--- src/rtl/alu_arbiter.sv ---
// Two-requester front end to one shared 32-bit ALU, with one registered response slot per requester.
// Ties go round robin; build with ALU_ARBITER_FIXED_PRIO_EN so that requester 0 wins every tie instead.
module alu_arbiter #(
  parameter int DATA_W = 32
) (
  input  logic              clk,
  input  logic              rst_n,
  input  logic              req0_valid,
  input  logic [DATA_W-1:0] req0_a,
  input  logic [DATA_W-1:0] req0_b,
  input  logic [3:0]        req0_op,
  output logic              req0_ready,
  input  logic              req1_valid,
  input  logic [DATA_W-1:0] req1_a,
  input  logic [DATA_W-1:0] req1_b,
  input  logic [3:0]        req1_op,
  output logic              req1_ready,
  output logic              rsp0_valid,
  output logic [DATA_W-1:0] rsp0_result,
  output logic              rsp0_zero,
  input  logic              rsp0_ready,
  output logic              rsp1_valid,
  output logic [DATA_W-1:0] rsp1_result,
  output logic              rsp1_zero,
  input  logic              rsp1_ready
);

  localparam int SH_W = $clog2(DATA_W);

  function automatic logic [DATA_W-1:0] alu_f(input logic [3:0]        op,
                                              input logic [DATA_W-1:0] a,
                                              input logic [DATA_W-1:0] b);
    logic signed [DATA_W-1:0] sa;
    logic signed [DATA_W-1:0] sb;
    logic [SH_W-1:0]          sh;
    sa = a;
    sb = b;
    sh = b[SH_W-1:0];
    case (op)
      4'b0000: alu_f = a + b;
      4'b0010: alu_f = a - b;
      4'b0001: alu_f = a | b;
      4'b0011: alu_f = a & b;
      4'b0100: alu_f = a << sh;
      4'b0101: alu_f = a >> sh;
      4'b1101: alu_f = DATA_W'(sa >>> sh);
      4'b1000: alu_f = a ^ b;
      4'b0110: alu_f = DATA_W'(sa < sb);
      4'b0111: alu_f = DATA_W'(a < b);
      default: alu_f = '0;
    endcase
  endfunction

  logic              elig0, elig1;
  logic              gnt0, gnt1;
  logic [3:0]        alu_op;
  logic [DATA_W-1:0] alu_a, alu_b, alu_y;
  logic              alu_z;

  // A slot can take a new result if it is empty or is being drained this cycle.
  assign elig0 = req0_valid & (~rsp0_valid | rsp0_ready);
  assign elig1 = req1_valid & (~rsp1_valid | rsp1_ready);

`ifdef ALU_ARBITER_FIXED_PRIO_EN
  assign gnt0 = rst_n & elig0;
  assign gnt1 = rst_n & elig1 & ~elig0;
`else
  logic last_grant;

  assign gnt0 = rst_n & elig0 & (~elig1 | last_grant);
  assign gnt1 = rst_n & elig1 & (~elig0 | ~last_grant);

  always_ff @(posedge clk or negedge rst_n) begin
    if (!rst_n) begin
      last_grant <= 1'b1;
    end else if (gnt0) begin
      last_grant <= 1'b0;
    end else if (gnt1) begin
      last_grant <= 1'b1;
    end
  end
`endif

  assign req0_ready = gnt0;
  assign req1_ready = gnt1;

  assign alu_op = gnt1 ? req1_op : req0_op;
  assign alu_a  = gnt1 ? req1_a  : req0_a;
  assign alu_b  = gnt1 ? req1_b  : req0_b;
  assign alu_y  = alu_f(alu_op, alu_a, alu_b);
  assign alu_z  = (alu_y == '0);

  // Response registers: a new accept overrides a drain, so back-to-back results keep valid high.
  always_ff @(posedge clk or negedge rst_n) begin
    if (!rst_n) begin
      rsp0_valid  <= 1'b0;
      rsp0_result <= '0;
      rsp0_zero   <= 1'b0;
    end else if (gnt0) begin
      rsp0_valid  <= 1'b1;
      rsp0_result <= alu_y;
      rsp0_zero   <= alu_z;
    end else if (rsp0_ready) begin
      rsp0_valid  <= 1'b0;
    end
  end

  always_ff @(posedge clk or negedge rst_n) begin
    if (!rst_n) begin
      rsp1_valid  <= 1'b0;
      rsp1_result <= '0;
      rsp1_zero   <= 1'b0;
    end else if (gnt1) begin
      rsp1_valid  <= 1'b1;
      rsp1_result <= alu_y;
      rsp1_zero   <= alu_z;
    end else if (rsp1_ready) begin
      rsp1_valid  <= 1'b0;
    end
  end

endmodule

--- config.mk ---
export PLATFORM = sky130hd
export DESIGN_NAME = alu_arbiter
export DESIGN_NICKNAME = d
export VERILOG_FILES = /design/src/rtl/alu_arbiter.sv
export SDC_FILE = /design/constraint.sdc
export NUM_CORES = 1
export LEC_CHECK = 0
export BUFFER_PORTS_ARGS = -buffer_cell sky130_fd_sc_hd__clkbuf_2
export CORE_ASPECT_RATIO = 1.4
export CORE_MARGIN = 10
export CORE_UTILIZATION = 28
export CTS_CLUSTER_DIAMETER = 100
export DETAILED_ROUTE_END_ITERATION = 10
export PLACE_DENSITY_LB_ADDON = 0.25
export SETUP_SLACK_MARGIN = 0.1
export SYNTH_ARGS = -nofsm -noshare
export SYNTH_HDL_FRONTEND = slang
export SYNTH_SLANG_ARGS = --single-unit
--- constraint.sdc ---
create_clock -name clk -period 7 [get_ports clk]
set_input_delay 0.35 -clock clk [delete_from_list [all_inputs] [get_ports clk]]
set_output_delay 0.35 -clock clk [all_outputs]
set_load 0.02 [all_outputs]
==> metrics, run 1 <==
status finished clean; Setup-failing EPs final 0; gr ovfl total 0; DP Area 19,550 um^2; number of buffers created by CTS 9; period utilization 0.8979; final hold violations 0; max_slew headroom 0.1376; reg2reg end rsp1_zero; Hold Buf Count CTS 0; chip width 233.4 um; Post-DRT Antenna Nets 0; Final Max Slew Viols 0; RePlAce Congestion 1.093; core outline area 63,140 um^2; Crit. End Element register; Seq/Total Area, Yosys 0.09684; total power ~0.0036 W; Synth Register Bits 69; cell area after layout between 15,000 and 20,000 um^2; PwrDens around 180 nW/um^2; number of synthesized flops with an enable pin 0; Worst Path Required 7.28 ns; Pre-antenna DRT Iters 6; launching point of the worst reg2reg path last_grant; clk_lat worst skew 0.37 ns; Max VDD drop around 0.00016 V; die area around 74,000 um^2; asr flop ratio synth 1.000; Starting Density 0.2826; post-DP HPWL 87,190 um; Ys Warns 0; DRC 0; Top FF cell, synth dfrtp_1; Routed wire per std cell 32.58 um; CTS Sinks 69; Port Buf Inserts 211; Yosys top cell area share 0.09719; I/O pins about 210; post-synth net total 2,690; Hold Crit Class in2async; Unique masters post-synth 98; startpoint type of the worst setup path register; Post-CTS Setup Bufs 0; root buf cell clkbuf_16; maximum number of pins on one net before global-route repair 93; drt via density between 6 and 7; CTS tree built; dpl ws 0.7581 ns; clk buf depth 2; PostCTS Resize Cnt 0; cell taking the most area after synthesis mux4_2; P_leak 8.692 nW; crit-path max FO just under 70; critical path class reg2reg; Avg Cell Area, Syn 7.289 um^2; post-route setup slack just over 0.7 ns; worst path arrival time 6.57 ns; initial antenna violation count 1; FMAX 159.1 MHz; Worst Skew 0.02015 ns; RSZ-0062 raised after global routing no; setup TNS 0 ns; fin crit period 6.285 ns; area grow syn2layout 11.49%; Tightest Pin Transition between 1 and 1.5 ns; clock-pin slew on the worst setup and hold paths 0.07 ns; r2r setup slk 0.71 ns; DR vias roughly 21,000; DR iter-0 viols 2,117; synthesized cell area 17,840 um^2; Routed WL 109,500 um; vias in the first global route ~21,000; GRT Total Usage 0.2836; layout cells sized above 1 0.1982; Register-to-Register Path Depth 19; first-pass GRT wire length 155,000 um; synth top area cells mux4_2, mux2i_1, dfrtp_1, nand2_1, ha_1; max-cap violation count 0; # nets final approximately 2,800; Mapped Cells roughly 2,400; floorplan row count ~110; H-Tree Depth 3; Chip Height ~320 um
## placed cells by master (no fill, tap or decap), types with 15 or more instances in the layout
| master | count |
|---|---|
| a21oi_1 | 128 |
| or2_2 | 15 |
| clkbuf_2 | 207 |
| nor2_1 | 199 |
| nor3_1 | 72 |
| nand3_1 | 67 |
| o21a_1 | 16 |
| nand4_1 | 20 |
| o2111ai_1 | 20 |
| o22ai_1 | 16 |
| nor2b_1 | 23 |
| inv_1 | 110 |
| dfrtp_1 | 68 |
| a211oi_1 | 51 |
| a31oi_1 | 20 |
| ha_1 | 98 |
| mux4_2 | 77 |
| nand2_1 | 412 |
| o211ai_1 | 22 |
| nor4_1 | 28 |
| a221oi_1 | 24 |
| mux2_2 | 68 |
| and2_1 | 19 |
| mux2i_1 | 167 |
| buf_4 | 66 |
| nand2b_1 | 26 |
| o21ai_0 | 157 |
## report_power, final
| group | leakage (nW) | total [W] | switching (W) | internal, W |
|---|---|---|---|---|
| Sequential | 0.893 | 0.000583 | 0.0000696 | 0.000513 |
| Clock | 0.166 | 0.000544 | 0.000195 | 0.000350 |
| Combinational | 7.63 | 0.00243 | 0.00166 | 0.000761 |
## per-layer routing
layer,up-vias,part of all wire,global-route usage
met5,-,0,0
met1,10470,0.39,0.3365
met4,0,0.063,0.1597
met3,238,0.064,0.03369
li1,9224,-,-
met2,1193,0.49,0.4839
## flip-flops by register name, indices dropped and copies added (netlist names)
register and cells:
rsp0_result 32, rsp0_zero 1, rsp1_result 32, rsp0_valid 1, rsp1_zero 1, last_grant 1, rsp1_valid 1
## worst max-delay path by stage
| stage | startpoint | endpoint |
|---|---|---|
| 2_1_floorplan | rsp0_valid | rsp0_zero |
| 3_3_place_gp | last_grant | rsp1_zero |
| 3_5_place_dp | last_grant | rsp0_zero |
| 4_1_cts | last_grant | rsp0_zero |
| 5_1_grt | last_grant | rsp1_zero |
| 6_report | last_grant | rsp1_zero |
## critical path, stage by stage, from the launching register on
cell and delay, ns:
dfstp_2 0.58, nand2_2 0.12, o211ai_4 0.34, buf_12 0.35, buf_4 0.39, mux2i_1 0.68
inv_1 0.14, ha_1 0.53, clkinv_1 0.32, a21oi_1 0.12, o21ai_0 0.30, nand2b_1 0.15
and4_1 0.24, o2111ai_1 0.16, a2111oi_1 0.90, nand2_1 0.11, nor4_1 0.23, and4_1 0.23
nand4_1 0.14, o21ai_1 0.15
## cells by family (layout without fill, tap and decap cells)
| kind of cell | count (synthesis) | count (layout) | share of synthesized area |
|---|---|---|---|
| buffers and inverters | 332 | 412 | 0.08401 |
| adders and majority gates | 100 | 100 | 0.07096 |
| and+or+nand+nor | 946 | 946 | 0.2423 |
| AOI/OAI and AO/OA | 668 | 668 | 0.2598 |
| muxes | 323 | 323 | 0.2411 |
| DFF | 69 | 69 | 0.09684 |
| xor gates and xnor gates | 10 | 10 | 0.004909 |
| other | 0 | 1 | 0 |
## through the flow
| stage | instances | hold slack, ns | utilization |
|---|---|---|---|
| after floorplan | 2448 | 0.05441 | - |
| after global placement | 3344 | 0.4606 | 0.3095 |
| after detailed placement | 3344 | 0.4704 | 0.3095 |
| after CTS | 3360 | 0.1288 | 0.3150 |
| after global routing | 3360 | 0.1304 | 0.3150 |
| final | 3361 | 0.08964 | 0.3151 |
## synthesized netlist by cell type (14+ instances only)
library cell	n
nor3_1	72
nand4_1	20
nand3_1	67
o21ai_0	157
dfrtp_1	68
o22ai_1	16
nand2b_1	26
nor2_1	199
a21o_1	14
nor4_1	28
inv_1	110
a21oi_1	128
mux4_2	77
or2_2	15
a211oi_1	51
nor2b_1	23
a221oi_1	24
ha_1	98
clkbuf_1	106
buf_2	64
mux2_2	68
o211ai_1	22
nand2_1	412
o2111ai_1	21
a31oi_1	20
and2_1	19
o21a_1	16
buf_4	24
mux2i_1	173
o32ai_1	14
## final cells by class
| cell class | count | area (um^2) |
|---|---|---|
| diodes | 1 | 2.502 |
| well taps | 832 | 1041 |
| multi-input cells | 2047 | 14700 |
| repair buffers | 279 | 1637 |
| clock buffers | 9 | 225.2 |
| clock inverters | 7 | 120.1 |
| inverters | 117 | 444.2 |
| fillers | 6920 | 43250 |
| flip-flops and latches | 69 | 1728 |
(Power assumes the default switching activity.)
==> run 2: changes to the inputs <==
--- a/config.mk
+++ b/config.mk
@@ -12,6 +12,7 @@
 export CTS_CLUSTER_DIAMETER = 100
 export DETAILED_ROUTE_END_ITERATION = 10
 export PLACE_DENSITY_LB_ADDON = 0.25
+export RECOVER_POWER = 50
 export SETUP_SLACK_MARGIN = 0.1
 export SYNTH_ARGS = -nofsm -noshare
 export SYNTH_HDL_FRONTEND = slang
==> metrics, run 2 (synthesis gave the netlist of run 1 again) <==
status finished, violations left; failing checks max-capacitance violations, max-slew violations; clk buf depth 2; GRT Total Usage 0.2836; P_leak 8.566 nW; hold path depth 3; Port Buf Inserts 211; crit-path max FO slightly below 70; Post-CTS Setup Bufs 0; die area between 70,000 and 80,000 um^2; # fillers 6,944; RSZ-0062 raised after global routing no; PostCTS Resize Cnt 0; Routed wire per std cell 32.60 um; clock-pin slew on the worst setup and hold paths 0.07 ns; core outline area 63,140 um^2; I/O pins approximately 210; largest registers rsp0_result: 32 flops, rsp1_result: 32 flops; reg2reg end rsp1_zero; H-Tree Depth 3; Slowest cell on crit path a2111oi_1; gr ovfl total 0; Starting Density 0.2826; Tightest Pin Transition 3.981 ns; max-cap violation count 1; Crit. End Element register; worst path arrival time 6.47 ns; DR iter-0 viols 2,081; vias in the first global route 20,790; Storage cell area around 1700 um^2; most frequent cells in the layout nand2_1, nor2_1, clkbuf_2; CP endpoint rsp1_zero; Routed WL 109,600 um; DRC 0; Worst Setup SP last_grant; crit path cell chain nand2_2, o211ai_4, buf_12, buf_4, mux2i_1, inv_1, ha_1, clkinv_1, a21oi_1, o21ai_0, nand2b_1, and4_1, o2111ai_1, a2111oi_1, nand2_1, nor4_1, and4_1, nand4_1, o21ai_1; launching point of the worst reg2reg path last_grant; Hold Crit Class in2reg; PwrDens 178.4 nW/um^2; number of buffers created by CTS 9; CTS Sinks 69; Worst Path Required 7.28 ns; chip width 233.4 um; cell area after layout 19,830 um^2; commonest non-fill, non-tap cell in the layout nand2_1; r2r setup slk 0.81 ns; total power 0.003538 W; maximum number of pins on one net before global-route repair between 90 and 100; Final Max Slew Viols 71; setup TNS 0 ns; critical path class reg2reg; post-DP HPWL 87,190 um; FMAX 161.6 MHz; first-pass GRT wire length 155,000 um; area of the multi-input gates approximately 15,000 um^2; Chip Height 318.7 um; initial antenna violation count 1; # nets final 2,765; area grow syn2layout 11.14%; RePlAce Congestion roughly 1.1; drt via density 6.293; Hold Buf Count CTS 0; startpoint type of the worst setup path register; Max VDD drop 0.0001647 V; fin crit period 6.190 ns; CTS tree built; crit-path max cell delay 0.85 ns; final hold violations 0; Worst Skew 0.02098 ns; Pre-antenna DRT Iters 6; Post-DRT Antenna Nets 0; clk_lat worst skew 0.37 ns; layout cells sized above 1 0.1835; Setup-failing EPs final 0; DP Area between 15,000 and 20,000 um^2; DR vias 21,150; max_slew headroom -1.654; Worst path most repeated cell and4_1; Register-to-Register Path Depth 19; floorplan row count 109; root buf cell clkbuf_16; period utilization 0.8843
==> run 2: cell types whose count changed in the layout (fill, tap and decap cells not counted), sizes merged <==
| cell | before | now |
|---|---|---|
| buf | 72 | 70 |
| clkbuf | 216 | 218 |
==> run 2: worst min-delay path by stage <==
stage	to	from	slack, ns
2_1_floorplan	rsp0_result[0]	rst_n	0.05
3_3_place_gp	rsp1_result[12]	rsp1_result[12]	0.46
3_5_place_dp	rsp1_result[21]	rsp1_result[21]	0.47
4_1_cts	rsp0_valid	rst_n	0.13
5_1_grt	rsp1_result[8]	rsp1_result[8]	0.49
6_report	rsp0_valid	rsp0_ready	0.45
==> run 2: layout make-up <==
class	instances	area share
Tap cell	832	0.05250
Timing Repair Buffer	279	0.07931
Clock inverter	7	0.006057
Multi-Input combinational cell	2047	0.7411
Clock buffer	9	0.01136
Sequential cell	69	0.08713
Inverter	117	0.02240
Antenna cell	1	0.0001262
==> run 2: through the flow <==
stage,worst slack [ns],std cells,hold slack (ns),utilization
after global placement,0.6981,3344,0.4606,0.3095
after detailed placement,0.7581,3344,0.4704,0.3095
after floorplan,1.613,2448,0.05441,-
after global routing,0.2239,3360,0.4942,0.3140
final,0.8100,3361,0.4478,0.3140
after CTS,0.7187,3360,0.1288,0.3150
==> run 2: routing by layer <==
layer | vias to the layer above | track usage | part of all wire
met5 | - | 0 | 0
met4 | 0 | 0.1597 | 0.065
met2 | 1152 | 0.4839 | 0.48
li1 | 9229 | - | -
met1 | 10520 | 0.3365 | 0.39
met3 | 254 | 0.03369 | 0.064
==> run 2: report_power, final <==
group / switching (W) / internal [W]
Combinational: 0.00167 / 0.000744
Sequential: 0.0000704 / 0.000513
Clock: 0.000195 / 0.000350
Total: 0.00193 / 0.00161
==> run 2: worst max-delay path: cells and delay by family, from the launching register on <==
kind / cells / cell delay, ns
AO/OA/AOI/OAI: 6 / 1.96
AND/OR/NAND/NOR: 7 / 1.19
buffers and inverters: 4 / 1.19
multiplexers: 1 / 0.66
flip-flops: 1 / 0.58
adder cells (fa/ha/maj): 1 / 0.53
